### config.mk
export PLATFORM = sky130hd
export DESIGN_NAME = rf_write_arbiter
export DESIGN_NICKNAME = d
export VERILOG_FILES = /design/src/rtl/rf_write_arbiter.sv
export SDC_FILE = /design/constraint.sdc
export NUM_CORES = 1
export LEC_CHECK = 0
export ABC_AREA = 1
export BUFFER_PORTS_ARGS = -buffer_cell sky130_fd_sc_hd__buf_2
export CORE_MARGIN = 2
export CORE_UTILIZATION = 49
export DETAILED_ROUTE_END_ITERATION = 16
export PLACE_DENSITY = 0.85
export SYNTH_ARGS = -nofsm -noshare
export SYNTH_HDL_FRONTEND = slang
export SYNTH_SLANG_ARGS = --single-unit
export TNS_END_PERCENT = 10
### constraint.sdc
create_clock -name clk -period 3.7 [get_ports clk]
set_input_delay 0.37 -clock clk [delete_from_list [all_inputs] [get_ports clk]]
set_output_delay 0.37 -clock clk [all_outputs]
set_load 0.03 [all_outputs]
### src/rtl/rf_write_arbiter.sv
// Write-port arbiter for the 32x32 register file.
// Two requesters (ALU writeback and load return) share one write port through
// valid/ready handshakes. Loads have priority. A saturating wait counter bounds
// how many consecutive cycles a pending ALU writeback can lose to loads.
// The winning request is registered and drives the register file one cycle later.
module rf_write_arbiter #(
    parameter int unsigned MAX_WAIT = 3
) (
    input  logic        clk,
    input  logic        reset_n,
    input  logic        hold,
    input  logic        alu_valid,
    input  logic [4:0]  alu_rdst,
    input  logic [31:0] alu_data,
    output logic        alu_ready,
    input  logic        mem_valid,
    input  logic [4:0]  mem_rdst,
    input  logic [31:0] mem_data,
    output logic        mem_ready,
    output logic        rf_wr_en,
    output logic [4:0]  rf_wr_addr,
    output logic [31:0] rf_wr_data,
    output logic        grant_src
);

    localparam logic [3:0] MaxWait = 4'(MAX_WAIT);

    logic [3:0]  alu_wait_q;
    logic [3:0]  alu_wait_d;
    logic        alu_grant;
    logic        mem_grant;

    logic        wr_en_q;
    logic [4:0]  wr_addr_q;
    logic [31:0] wr_data_q;
    logic        grant_src_q;

    // Grant decision: loads win unless the ALU has reached its wait bound.
    always_comb begin
        alu_grant = 1'b0;
        mem_grant = 1'b0;
        if (reset_n && !hold) begin
            if (alu_valid && mem_valid) begin
                if (alu_wait_q >= MaxWait) begin
                    alu_grant = 1'b1;
                end else begin
                    mem_grant = 1'b1;
                end
            end else begin
                alu_grant = alu_valid;
                mem_grant = mem_valid;
            end
        end
    end

    assign alu_ready = alu_grant;
    assign mem_ready = mem_grant;

    // Wait counter next state: counts losses to loads while the ALU is pending.
    // During hold there is no grant at all, so a pending ALU keeps its count.
    always_comb begin
        alu_wait_d = alu_wait_q;
        if (!alu_valid || alu_grant) begin
            alu_wait_d = '0;
        end else if (mem_grant && (alu_wait_q < MaxWait)) begin
            alu_wait_d = alu_wait_q + 4'd1;
        end
    end

    // Wait counter register.
    always_ff @(posedge clk) begin
        if (!reset_n) begin
            alu_wait_q <= '0;
        end else begin
            alu_wait_q <= alu_wait_d;
        end
    end

    // Write register: capture the winner; address/data/source hold when idle.
    always_ff @(posedge clk) begin
        if (!reset_n) begin
            wr_en_q     <= 1'b0;
            wr_addr_q   <= '0;
            wr_data_q   <= '0;
            grant_src_q <= 1'b0;
        end else begin
            wr_en_q <= alu_grant | mem_grant;
            if (mem_grant) begin
                wr_addr_q   <= mem_rdst;
                wr_data_q   <= mem_data;
                grant_src_q <= 1'b1;
            end else if (alu_grant) begin
                wr_addr_q   <= alu_rdst;
                wr_data_q   <= alu_data;
                grant_src_q <= 1'b0;
            end
        end
    end

    assign rf_wr_en   = wr_en_q;
    assign rf_wr_addr = wr_addr_q;
    assign rf_wr_data = wr_data_q;
    assign grant_src  = grant_src_q;

endmodule
==> out/results.ini <==
[outcome]
status=finished, final reports clean

[power]
internal_power_uw=759.7
seqPwrFrac_pct=47.0
switching_share_pct=30.18
clockPowerShare_pct=29.4
ir_drop_uv=212.9
power_frac_comb_pct=23.6
p_per_area_nw_per_um2=374.2
p_leak_uw=0.001575
p_sw_uw=328.4

[grt]
grt_pass1_vias=2087
met1_usage_pct=25.54
use_met2_pct=35.58
grt_util_met3_pct=5.278
grt_start_max_net_pins=78
grt-ovfl-total=0
grt_busiest_layer=met2
gr-usage-all-layers_pct=20.77
grt_pass1_wl_mm=8.921
antenna_found_initial=0

[worst_hold_path]
hold_class=in2reg
min_path_cells=5

[timing]
tns_ps=0
timing.slew.headroom_pct=54.56
timing_hold_violations_final=0
finalMaxSlewViolations=0
fin_crit_ps=2551
max_freq_mhz=392.0
post-route-period-util_pct=68.95
worstMarginPinSlew_ps=681.6
grt_setup_unrepaired=no
fin_skew_ps=2.284
setup_viol=0

[floorplan]
die_h_um=72.21
die_area_sq_um=5214
top_level_ports=120
die_w_um=72.21
rows=24
core_area_sq_um=4414
start_util_pct=51.64

[layout]
antenna_cells=0
area_growth_pct=27.55
finalNetCount=543
finalCoreUtilization_pct=65.87
fin_cells=516
drive_gt1_share_pct=28.45

[worst_setup_path]
cp.arrival_ps=2180
criticalPathCategory=in2out
r2r_cells=9
crit_required_ps=3330
cp-start-kind=input port
endpoint_kind=primary output
cp_max_fo=77

[flow_run]
cap_violations=0

[place]
dp_cells=508
gp_congestion=0.8072
io_buffers=119
dpl.hpwl_mm=3.789

[synthesis]
yosysSeqAreaShare_pct=37.76
synth_top_cell_by_area=dfxtp_1
syn_inst=362
synth_top_area_share_pct=37.76
yosys-top-cells-area=dfxtp_1 38%, nor2_1 13%, nand3_1 8.6%, a21oi_1 8.3%, nand2_1 7.6%
netlist_area_sq_um=2280
synth_seq_cells=43
synth_warnings=0
synthDistinctLibCells=17
postSynthAreaPerCell_sq_um=6.297
syn_nets=442

[clock_network]
cts-root-buf=clkbuf_8
max-clock-path-buffers=2
cts_buffers=5
cts_tree=yes
ctsResizeCount=0
cts_setup_buffers=0
cts.sinks=43
ctsHoldBuffers=0
clk_pin_slew_ps=70
clk_latency_ps=290
htree_levels=2

[route]
dr.pass1.iters=4
num_vias=2489
ant_nets=0
drt_iter0_drc=101
drc=0
drt-total-wl_mm=5.355
via_per_inst=4.824
wl_per_cell_um=10.38

metal layers:
metal | share of wire, % | vias up
met3 | 8.6 | 6
met4 | 1.0 | 0
met1 | 44 | 1058
met2 | 46 | 86
met5 | 0 | -
li1 | - | 1339
sequential cells by signal, summed over array words and instances, names as in the netlist:
signal      cells
rf_wr_data     32
rf_wr_addr      5
alu_wait_q      4
grant_src       1
rf_wr_en        1
cells in the mapped netlist:
library cell / n
nor2_4: 1
a21oi_1: 38
buf_4: 6
a21boi_1: 1
clkbuf_1: 8
buf_6: 2
ha_1: 1
nand2_1: 46
nand3_1: 39
inv_1: 45
buf_2: 12
o21ai_0: 19
inv_2: 1
dfxtp_1: 43
o21ai_1: 19
xor2_1: 1
nor2_1: 80
area by class of cell:
cell class / instances / area [sq um]
fillers: 428 / 1506
multi-input cells: 245 / 1091
flip-flops and latches: 43 / 860.8
repair buffers: 122 / 618.1
inverters: 46 / 172.7
clock buffers: 8 / 100.1
well taps: 52 / 65.06
final timing paths:
check	from	to	slack [ps]
setup / recovery	reset_n	mem_ready	1150
hold / removal	mem_data[6]	rf_wr_data[6]$_SDFFE_PN0P_	400
setup reg to reg	alu_wait_q[0]$_SDFFE_PP0P_	rf_wr_data[13]$_SDFFE_PN0P_	1640
hold reg to reg	alu_wait_q[2]$_SDFFE_PP0P_	alu_wait_q[2]$_SDFFE_PP0P_	450
metrics by stage:
| stage | instance area, sq um | hold WS, ps | total power, uW | worst slack (ps) |
|---|---|---|---|---|
| final | 2908 | 396.4 | 1088 | 1149 |
| after global routing | 2908 | 413.9 | 1147 | 891.4 |
| after global placement | 2808 | 417.6 | 774.3 | 1198 |
| after detailed placement | 2808 | 423.1 | 778.8 | 1186 |
| after floorplan | 2280 | 408.7 | 696.7 | 1992 |
| after CTS | 2908 | 394.3 | 1099 | 1164 |
cells in the final DEF (no fill, tap or decap), drive strengths merged:
cell type  synthesis  routed
xor2               1       1
buf               20     122
dfxtp             43      43
a21oi             38      38
nand2             46      46
o21ai             38      38
a21boi             1       1
nor2              81      81
inv               46      46
nand3             39      39
ha                 1       1
clkbuf             8       8
power groups by stage:
stage          combinational, uW  clock, uW  sequential (uW)
3_5_place_dp                 257          0              522
2_1_floorplan                110          0              587
5_1_grt                      285        347              515
3_3_place_gp                 253          0              521
6_report                     256        320              512
4_1_cts                      258        329              512
worst max-delay path, cell delays in order:
cell	delay, ps
buf_2	490
nand2_1	200
nor2_4	120
buf_4	570
nand2_1	150
inv_1	80
buf_2	190
kinds of logic after synthesis:
kind of cell,share of synthesized area (%)
buffers and inverters,14.49
adder cells (fa/ha/maj),0.5488
XOR/XNOR,0.3843
AND/OR/NAND/NOR,29.80
AO/OA/AOI/OAI,17.01
flip-flops,37.76
(Power assumes the default switching activity.)
